$ cat src/rtl/icb_arbiter_2to1_if.sv
// ---------------------------------------------------------------------------
// icb_arbiter_2to1_if
//   One ICB link: command channel (addr/read/wdata/wmask/valid/ready) and
//   response channel (rdata/err/valid/ready).
//   modport master : drives the command, accepts the response.
//   modport slave  : accepts the command, drives the response.
// ---------------------------------------------------------------------------
interface icb_arbiter_2to1_if;
   logic [31:0] icb_cmd_addr;
   logic        icb_cmd_read;
   logic [31:0] icb_cmd_wdata;
   logic [3:0]  icb_cmd_wmask;
   logic        icb_cmd_valid;
   logic        icb_cmd_ready;
   logic [31:0] icb_rsp_rdata;
   logic        icb_rsp_err;
   logic        icb_rsp_valid;
   logic        icb_rsp_ready;

   modport master (
      output icb_cmd_addr, icb_cmd_read, icb_cmd_wdata, icb_cmd_wmask, icb_cmd_valid,
      input  icb_cmd_ready,
      input  icb_rsp_rdata, icb_rsp_err, icb_rsp_valid,
      output icb_rsp_ready
   );

   modport slave (
      input  icb_cmd_addr, icb_cmd_read, icb_cmd_wdata, icb_cmd_wmask, icb_cmd_valid,
      output icb_cmd_ready,
      output icb_rsp_rdata, icb_rsp_err, icb_rsp_valid,
      input  icb_rsp_ready
   );
endinterface

$ cat src/rtl/icb_arbiter_2to1.sv
// ---------------------------------------------------------------------------
// icb_arbiter_2to1
//   Shares one ICB slave (SRAM controller) between instruction fetch (s0)
//   and data access (s1). Command channel is arbitrated combinationally,
//   the issuing master ID of each accepted command is queued in a small
//   ID FIFO, and in-order responses are routed back using the FIFO head.
//   When the FIFO is empty a same-cycle response is routed to the current
//   grant (slaves with immediate write response).
//
//   Optional feature macro: ICB_ARB_ROUND_ROBIN_EN
//     defined   : simultaneous requests alternate (round-robin on last_grant)
//     undefined : s0 always wins simultaneous requests
//
// Ports
//   s_icb_aclk     clock
//   s_icb_aresetn  asynchronous active-low reset
//   s0, s1         upstream masters (slave modport of the ICB link)
//   m              downstream SRAM slave (master modport of the ICB link)
// Parameters
//   outstanding_depth  max accepted-but-unresponded commands (2,4,8)
//   simulation_delay   kept for compatibility with simulation models
// ---------------------------------------------------------------------------
module icb_arbiter_2to1 #(
   parameter int outstanding_depth = 4,
   parameter int simulation_delay  = 1
) (
   input  logic                      s_icb_aclk,
   input  logic                      s_icb_aresetn,
   icb_arbiter_2to1_if.slave         s0,
   icb_arbiter_2to1_if.slave         s1,
   icb_arbiter_2to1_if.master        m
);

   localparam int PTR_W = $clog2(outstanding_depth);
   localparam int CNT_W = PTR_W + 1;

   // Registers here always update at the clock edge; the delay is not modelled.
   localparam int unused_sim_delay = simulation_delay;

   logic [PTR_W-1:0] rd_ptr_q, rd_ptr_d;
   logic [PTR_W-1:0] wr_ptr_q, wr_ptr_d;
   logic [CNT_W-1:0] count_q, count_d;
   logic             lock_q, lock_d;
   logic             lock_id_q, lock_id_d;
   logic             last_grant_q, last_grant_d;
   logic             fifo_mem_q [outstanding_depth];

   logic grant;
   logic both_pick;
   logic gnt_valid;
   logic fifo_full;
   logic fifo_empty;
   logic cmd_hs;
   logic rsp_hs;
   logic push;
   logic pop;
   logic rsp_target;

`ifdef ICB_ARB_ROUND_ROBIN_EN
   assign both_pick = ~last_grant_q;
`else
   // Fixed priority: last_grant is still tracked but does not steer grant.
   logic unused_last_grant;
   assign unused_last_grant = last_grant_q;
   assign both_pick         = 1'b0;
`endif

   always_comb begin
      grant = 1'b0;
      if (lock_q)
         grant = lock_id_q;
      else if (s0.icb_cmd_valid && s1.icb_cmd_valid)
         grant = both_pick;
      else if (s1.icb_cmd_valid)
         grant = 1'b1;
   end

   assign fifo_full  = (count_q == CNT_W'(outstanding_depth));
   assign fifo_empty = (count_q == '0);
   assign gnt_valid  = grant ? s1.icb_cmd_valid : s0.icb_cmd_valid;

   // Command path
   assign m.icb_cmd_valid = gnt_valid & ~fifo_full;
   assign m.icb_cmd_addr  = grant ? s1.icb_cmd_addr  : s0.icb_cmd_addr;
   assign m.icb_cmd_read  = grant ? s1.icb_cmd_read  : s0.icb_cmd_read;
   assign m.icb_cmd_wdata = grant ? s1.icb_cmd_wdata : s0.icb_cmd_wdata;
   assign m.icb_cmd_wmask = grant ? s1.icb_cmd_wmask : s0.icb_cmd_wmask;
   assign s0.icb_cmd_ready = ~grant & m.icb_cmd_ready & ~fifo_full;
   assign s1.icb_cmd_ready =  grant & m.icb_cmd_ready & ~fifo_full;

   // Response path: empty FIFO means the response belongs to the command
   // being handed over in this very cycle.
   assign rsp_target       = fifo_empty ? grant : fifo_mem_q[rd_ptr_q];
   assign s0.icb_rsp_valid = ~rsp_target & m.icb_rsp_valid;
   assign s1.icb_rsp_valid =  rsp_target & m.icb_rsp_valid;
   assign s0.icb_rsp_rdata = m.icb_rsp_rdata;
   assign s1.icb_rsp_rdata = m.icb_rsp_rdata;
   assign s0.icb_rsp_err   = m.icb_rsp_err;
   assign s1.icb_rsp_err   = m.icb_rsp_err;
   assign m.icb_rsp_ready  = rsp_target ? s1.icb_rsp_ready : s0.icb_rsp_ready;

   assign cmd_hs = m.icb_cmd_valid & m.icb_cmd_ready;
   assign rsp_hs = m.icb_rsp_valid & m.icb_rsp_ready;
   // A bypassed transfer (empty FIFO, cmd and rsp together) never enters the FIFO.
   assign push   = cmd_hs & ~(fifo_empty & rsp_hs);
   assign pop    = rsp_hs & ~fifo_empty;

   always_comb begin
      rd_ptr_d     = rd_ptr_q;
      wr_ptr_d     = wr_ptr_q;
      count_d      = count_q;
      lock_d       = lock_q;
      lock_id_d    = lock_id_q;
      last_grant_d = last_grant_q;

      if (push) wr_ptr_d = wr_ptr_q + PTR_W'(1);
      if (pop)  rd_ptr_d = rd_ptr_q + PTR_W'(1);

      case ({push, pop})
         2'b10:   count_d = count_q + CNT_W'(1);
         2'b01:   count_d = count_q - CNT_W'(1);
         default: count_d = count_q;
      endcase

      // Hold the grant while the slave stalls so its command fields stay stable.
      if (cmd_hs) begin
         lock_d       = 1'b0;
         last_grant_d = grant;
      end else if (m.icb_cmd_valid && !m.icb_cmd_ready) begin
         lock_d    = 1'b1;
         lock_id_d = grant;
      end
   end

   always_ff @(posedge s_icb_aclk or negedge s_icb_aresetn) begin
      if (!s_icb_aresetn) begin
         rd_ptr_q     <= '0;
         wr_ptr_q     <= '0;
         count_q      <= '0;
         lock_q       <= 1'b0;
         lock_id_q    <= 1'b0;
         last_grant_q <= 1'b1;
      end else begin
         rd_ptr_q     <= rd_ptr_d;
         wr_ptr_q     <= wr_ptr_d;
         count_q      <= count_d;
         lock_q       <= lock_d;
         lock_id_q    <= lock_id_d;
         last_grant_q <= last_grant_d;
      end
   end

   // ID storage needs no reset: entries are only read while count is non-zero.
   always_ff @(posedge s_icb_aclk) begin
      if (push) fifo_mem_q[wr_ptr_q] <= grant;
   end

endmodule

$ cat src/flat_wrapper.sv
// flat-port wrapper written by rule: the top's interface ports become plain ports
module icb_arbiter_2to1_flat 
#(
   parameter int outstanding_depth = 4,
   parameter int simulation_delay  = 1
)
  (s_icb_aclk, s_icb_aresetn, s0_icb_cmd_addr, s0_icb_cmd_read, s0_icb_cmd_wdata, s0_icb_cmd_wmask, s0_icb_cmd_valid, s0_icb_cmd_ready, s0_icb_rsp_rdata, s0_icb_rsp_err, s0_icb_rsp_valid, s0_icb_rsp_ready, s1_icb_cmd_addr, s1_icb_cmd_read, s1_icb_cmd_wdata, s1_icb_cmd_wmask, s1_icb_cmd_valid, s1_icb_cmd_ready, s1_icb_rsp_rdata, s1_icb_rsp_err, s1_icb_rsp_valid, s1_icb_rsp_ready, m_icb_cmd_addr, m_icb_cmd_read, m_icb_cmd_wdata, m_icb_cmd_wmask, m_icb_cmd_valid, m_icb_cmd_ready, m_icb_rsp_rdata, m_icb_rsp_err, m_icb_rsp_valid, m_icb_rsp_ready);
  icb_arbiter_2to1_if s0_i ();
  icb_arbiter_2to1_if s1_i ();
  icb_arbiter_2to1_if m_i ();
  input  logic s_icb_aclk;
  input  logic s_icb_aresetn;
  input wire logic [$bits(s0_i.icb_cmd_addr)-1:0] s0_icb_cmd_addr;
  input wire logic [$bits(s0_i.icb_cmd_read)-1:0] s0_icb_cmd_read;
  input wire logic [$bits(s0_i.icb_cmd_wdata)-1:0] s0_icb_cmd_wdata;
  input wire logic [$bits(s0_i.icb_cmd_wmask)-1:0] s0_icb_cmd_wmask;
  input wire logic [$bits(s0_i.icb_cmd_valid)-1:0] s0_icb_cmd_valid;
  output wire logic [$bits(s0_i.icb_cmd_ready)-1:0] s0_icb_cmd_ready;
  output wire logic [$bits(s0_i.icb_rsp_rdata)-1:0] s0_icb_rsp_rdata;
  output wire logic [$bits(s0_i.icb_rsp_err)-1:0] s0_icb_rsp_err;
  output wire logic [$bits(s0_i.icb_rsp_valid)-1:0] s0_icb_rsp_valid;
  input wire logic [$bits(s0_i.icb_rsp_ready)-1:0] s0_icb_rsp_ready;
  input wire logic [$bits(s1_i.icb_cmd_addr)-1:0] s1_icb_cmd_addr;
  input wire logic [$bits(s1_i.icb_cmd_read)-1:0] s1_icb_cmd_read;
  input wire logic [$bits(s1_i.icb_cmd_wdata)-1:0] s1_icb_cmd_wdata;
  input wire logic [$bits(s1_i.icb_cmd_wmask)-1:0] s1_icb_cmd_wmask;
  input wire logic [$bits(s1_i.icb_cmd_valid)-1:0] s1_icb_cmd_valid;
  output wire logic [$bits(s1_i.icb_cmd_ready)-1:0] s1_icb_cmd_ready;
  output wire logic [$bits(s1_i.icb_rsp_rdata)-1:0] s1_icb_rsp_rdata;
  output wire logic [$bits(s1_i.icb_rsp_err)-1:0] s1_icb_rsp_err;
  output wire logic [$bits(s1_i.icb_rsp_valid)-1:0] s1_icb_rsp_valid;
  input wire logic [$bits(s1_i.icb_rsp_ready)-1:0] s1_icb_rsp_ready;
  output wire logic [$bits(m_i.icb_cmd_addr)-1:0] m_icb_cmd_addr;
  output wire logic [$bits(m_i.icb_cmd_read)-1:0] m_icb_cmd_read;
  output wire logic [$bits(m_i.icb_cmd_wdata)-1:0] m_icb_cmd_wdata;
  output wire logic [$bits(m_i.icb_cmd_wmask)-1:0] m_icb_cmd_wmask;
  output wire logic [$bits(m_i.icb_cmd_valid)-1:0] m_icb_cmd_valid;
  input wire logic [$bits(m_i.icb_cmd_ready)-1:0] m_icb_cmd_ready;
  input wire logic [$bits(m_i.icb_rsp_rdata)-1:0] m_icb_rsp_rdata;
  input wire logic [$bits(m_i.icb_rsp_err)-1:0] m_icb_rsp_err;
  input wire logic [$bits(m_i.icb_rsp_valid)-1:0] m_icb_rsp_valid;
  output wire logic [$bits(m_i.icb_rsp_ready)-1:0] m_icb_rsp_ready;
  assign s0_i.icb_cmd_addr = s0_icb_cmd_addr;
  assign s0_i.icb_cmd_read = s0_icb_cmd_read;
  assign s0_i.icb_cmd_wdata = s0_icb_cmd_wdata;
  assign s0_i.icb_cmd_wmask = s0_icb_cmd_wmask;
  assign s0_i.icb_cmd_valid = s0_icb_cmd_valid;
  assign s0_icb_cmd_ready = s0_i.icb_cmd_ready;
  assign s0_icb_rsp_rdata = s0_i.icb_rsp_rdata;
  assign s0_icb_rsp_err = s0_i.icb_rsp_err;
  assign s0_icb_rsp_valid = s0_i.icb_rsp_valid;
  assign s0_i.icb_rsp_ready = s0_icb_rsp_ready;
  assign s1_i.icb_cmd_addr = s1_icb_cmd_addr;
  assign s1_i.icb_cmd_read = s1_icb_cmd_read;
  assign s1_i.icb_cmd_wdata = s1_icb_cmd_wdata;
  assign s1_i.icb_cmd_wmask = s1_icb_cmd_wmask;
  assign s1_i.icb_cmd_valid = s1_icb_cmd_valid;
  assign s1_icb_cmd_ready = s1_i.icb_cmd_ready;
  assign s1_icb_rsp_rdata = s1_i.icb_rsp_rdata;
  assign s1_icb_rsp_err = s1_i.icb_rsp_err;
  assign s1_icb_rsp_valid = s1_i.icb_rsp_valid;
  assign s1_i.icb_rsp_ready = s1_icb_rsp_ready;
  assign m_icb_cmd_addr = m_i.icb_cmd_addr;
  assign m_icb_cmd_read = m_i.icb_cmd_read;
  assign m_icb_cmd_wdata = m_i.icb_cmd_wdata;
  assign m_icb_cmd_wmask = m_i.icb_cmd_wmask;
  assign m_icb_cmd_valid = m_i.icb_cmd_valid;
  assign m_i.icb_cmd_ready = m_icb_cmd_ready;
  assign m_i.icb_rsp_rdata = m_icb_rsp_rdata;
  assign m_i.icb_rsp_err = m_icb_rsp_err;
  assign m_i.icb_rsp_valid = m_icb_rsp_valid;
  assign m_icb_rsp_ready = m_i.icb_rsp_ready;
  icb_arbiter_2to1 #(.outstanding_depth(outstanding_depth), .simulation_delay(simulation_delay)) u_core (.s_icb_aclk(s_icb_aclk), .s_icb_aresetn(s_icb_aresetn), .s0(s0_i), .s1(s1_i), .m(m_i));
endmodule
$ cat config.mk
export PLATFORM = sky130hd
export DESIGN_NAME = icb_arbiter_2to1_flat
export DESIGN_NICKNAME = d
export VERILOG_FILES = /design/src/rtl/icb_arbiter_2to1_if.sv /design/src/rtl/icb_arbiter_2to1.sv /design/src/flat_wrapper.sv
export SDC_FILE = /design/constraint.sdc
export NUM_CORES = 1
export LEC_CHECK = 0
export CAP_MARGIN = 20
export CORE_AREA = 2 2 123 125
export DETAILED_ROUTE_END_ITERATION = 7
export DIE_AREA = 0 0 125 127
export GPL_ROUTABILITY_DRIVEN = 0
export PLACE_DENSITY = 0.62
export SLEW_MARGIN = 0
export SYNTH_ARGS = -nofsm -noshare
export SYNTH_HDL_FRONTEND = slang
export SYNTH_SLANG_ARGS = --single-unit
$ cat constraint.sdc
create_clock -name s_icb_aclk -period 2.35 [get_ports s_icb_aclk]
set_input_delay 0.235 -clock s_icb_aclk [delete_from_list [all_inputs] [get_ports s_icb_aclk]]
set_output_delay 0.235 -clock s_icb_aclk [all_outputs]
set_load 0.01 [all_outputs]
==> flow_metrics.env <==
export IMPL_synthArstFlopShare_pct=69.2
export IMPL_grt_util_all_layers_pct=13.5
export IMPL_postCtsHoldBufs=0
export IMPL_crit_path_end_kind="register"
export IMPL_synth_nets=398
export IMPL_grt_antenna_before_repair=0
export IMPL_drtIter0Drc=58
export IMPL_ant_nets=0
export IMPL_hold_class="in2async"
export IMPL_max_slew_margin_pct=71.5
export IMPL_maxSlewViolCount=0
export IMPL_cts_made_buffers=3
export IMPL_worst_setup_path_start_kind="input pin"
export IMPL_hold_violations=0
export IMPL_multi_input_area_um2=1230
export IMPL_die_h_um=127
export IMPL_regArea_um2=345
export IMPL_avgSynthCellArea_um2=9.93
export IMPL_setup_tns_final_ns=0
export IMPL_cts_sinks=13
export IMPL_vdd_drop_max_mv=0.337
export IMPL_power_leakage_nw=2.09
export IMPL_grt_first_pass_wirelength_um=16200
export IMPL_die_area_um2=15900
export IMPL_rsz0062_at_grt="yes"
export IMPL_cp_arrival_ns=2.49
export IMPL_worst_path_most_repeated_cell="xor2_1"
export IMPL_synth_distinct_cells=32
export IMPL_finalSetupViolations=0
export IMPL_synth_top_cell_area_share_pct=36.7
export IMPL_cts_root_buf="clkbuf_16"
export IMPL_hpwl_um=9830
export IMPL_chipWidth_um=125
export IMPL_path_cells="clkdlybuf4s50_1, nand2b_1, o21a_4, clkinv_4, mux2i_1, o211a_4, inv_1, ha_2, inv_2, fa_2, xor2_1, nor2_1, xor2_1"
export IMPL_synth_area_top_cells="mux2_2 (37%), buf_4 (23%), dfrtp_1 (11%), edfxtp_1 (5.7%), ha_1 (3.0%)"
export IMPL_vias=2217
export IMPL_yosys_area_top_type="mux2_2"
export IMPL_critPathMaxStageDelay_ns=0.47
export IMPL_synthesis_area_um2=2120
export IMPL_fin_cells=579
export IMPL_start_util_pct=14.7
export IMPL_drive_above_1_share_pct=30.1
export IMPL_yosys_top_cells_count="mux2_2 (69), buf_4 (66), dfrtp_1 (9)"
export IMPL_cts_tree="built"
export IMPL_outcome="finished clean"
export IMPL_drc=0
export IMPL_num_fill_cells=1509
export IMPL_overflow=0
export IMPL_final_nets=581
export IMPL_ys_flop_type="dfrtp_1"
export IMPL_htree_levels=1
export IMPL_post_route_period_util_pct=99.0
export IMPL_final_setup_skew_ns=0.00188
export IMPL_synth_edf_count=4
export IMPL_area_growth_pct=112
export IMPL_ys_seq_elements=13
export IMPL_place_inst=562
export IMPL_criticalPathCategory="in2reg"
export IMPL_synth_most_common_cell="mux2_2"
export IMPL_clk_pin_slew_ns=0.04
export IMPL_port_buffers=220
export IMPL_avgViaCountPerCell=3.83
export IMPL_fin_crit_ns=2.33
export IMPL_row_count=44
export IMPL_drt_wirelength_per_cell_um=20.2
export IMPL_rr_worst_depth=9
export IMPL_synthCells=213
export IMPL_crit_slowest_cell="clkdlybuf4s50_1"
export IMPL_io_pins=320
export IMPL_insertion_delay_ns=0.24
export IMPL_grt_max_degree=32
export IMPL_dr_pass1_iters=4
export IMPL_power_density_nw_per_um2=938
export IMPL_hold_slack_ns=0.301
export IMPL_yosys_warnings=0
export IMPL_max_freq_ghz=0.430
export IMPL_antennaDiodeCount=0
export IMPL_cts_buffer_depth=2
export IMPL_synth_seq_area_share_pct=16.3
export IMPL_crit_required_ns=2.51
export IMPL_tightestPinTransition_ns=0.426
export IMPL_core_area_um2=14400
export IMPL_cp_max_fo=4
export IMPL_cap_violations=0
export IMPL_grt_pass1_vias=2476
export IMPL_drt_total_wl_um=11700
cells in the final DEF (no fill, tap or decap), types with 3 or more instances in the layout:
cell             synthesis  routed
nand2_1                  3       3
clkdlybuf4s50_1          0     149
clkbuf_16                0       4
inv_1                    6       5
mux2i_1                  6       5
mux2_2                  69      69
and2_1                   5       5
dlygate4sd2_1            0      39
ha_1                     5       4
edfxtp_1                 4       4
dfrtp_1                  9       9
buf_12                   0       5
dlymetal6s2s_1           0      32
a21oi_1                  3       3
buf_4                   66      24
nor2_1                   5       5
xor2_1                   3       3
state kept, by name (all words and copies together) (netlist names):
register and count:
u_core.fifo_mem_q 4, u_core.count_q 3, u_core.rd_ptr_q 2, u_core.wr_ptr_q 2, u_core.lock_id_q 1, u_core.lock_q 1
final cells by class:
class                   count  area share (%)
repair buffers            252            57.3
well taps                 184            5.12
inverters                   8           0.779
clock inverters             1           0.111
clock buffers               3            1.67
multi-input cells         118            27.3
flip-flops and latches     13            7.68
what timing repair did:
| item | CTS | global route |
|---|---|---|
| cloned | 1 | 2 |
| gates resized for setup | 49 | 36 |
| setup buffers | 0 | 10 |
| pin swaps | 4 | 3 |
| endpoints found under the setup margin | 72 | 41 |
power by group:
group          switching [mW]  internal (mW)  total [mW]
combinational            1.38           2.10        3.48
clock                  0.0910          0.226       0.317
sequential             0.0770          0.345       0.423
total                    1.55           2.67        4.22
worst max-delay path: cells and delay by family:
kind,cells,cell delay (ns)
simple gates,2,0.25
mux,1,0.13
fa+ha+maj,2,0.51
xor+xnor,2,0.28
buf+inv,4,0.62
compound gates,2,0.46
routing by layer:
layer	vias up	wire [um]	GRT usage (%)
li1	1030	-	-
met1	1040	5140	17.7
met2	143	5500	21.9
met3	4	997	4.61
met4	0	51	2.29
met5	-	0	0
kinds of logic (layout without fill, tap and decap cells):
logic type	Yosys count	after routing	synth area share, %
buf+inv	82	264	27.3
mux	78	78	41.9
simple gates	21	21	5.80
flops	13	13	16.3
compound gates	8	8	2.78
fa+ha+maj	6	6	3.90
xor+xnor	5	5	2.07
path summary, 6_finish.rpt:
path                                     start  slack [ns]                   end
setup / recovery              s0_icb_cmd_valid        0.02     u_core.count_q[2]
hold / removal                   s_icb_aresetn        0.30    u_core.rd_ptr_q[1]
setup reg to reg            u_core.rd_ptr_q[0]        0.03     u_core.count_q[2]
hold reg to reg             u_core.rd_ptr_q[1]        0.48    u_core.rd_ptr_q[1]
max in group asynchronous        s_icb_aresetn        1.75      u_core.lock_id_q
min in group s_icb_aclk    m_icb_rsp_rdata[23]        0.47  s0_icb_rsp_rdata[23]
through the flow:
| step | power [mW] | worst slack, ns | instance area (um2) | util [%] |
|---|---|---|---|---|
| 6_report | 4.22 | 0.0245 | 4500 | 31.2 |
| 5_1_grt | 4.50 | -0.0880 | 4500 | 31.2 |
| 4_1_cts | 4.02 | -0.0171 | 4280 | 29.7 |
| 3_5_place_dp | 3.67 | -0.200 | 4180 | 29.0 |
| 3_3_place_gp | 3.63 | -0.160 | 4180 | 29.0 |
| 2_1_floorplan | 2.13 | 0.0337 | 2120 | - |
No activity file was read; power rests on OpenSTA's default activity.
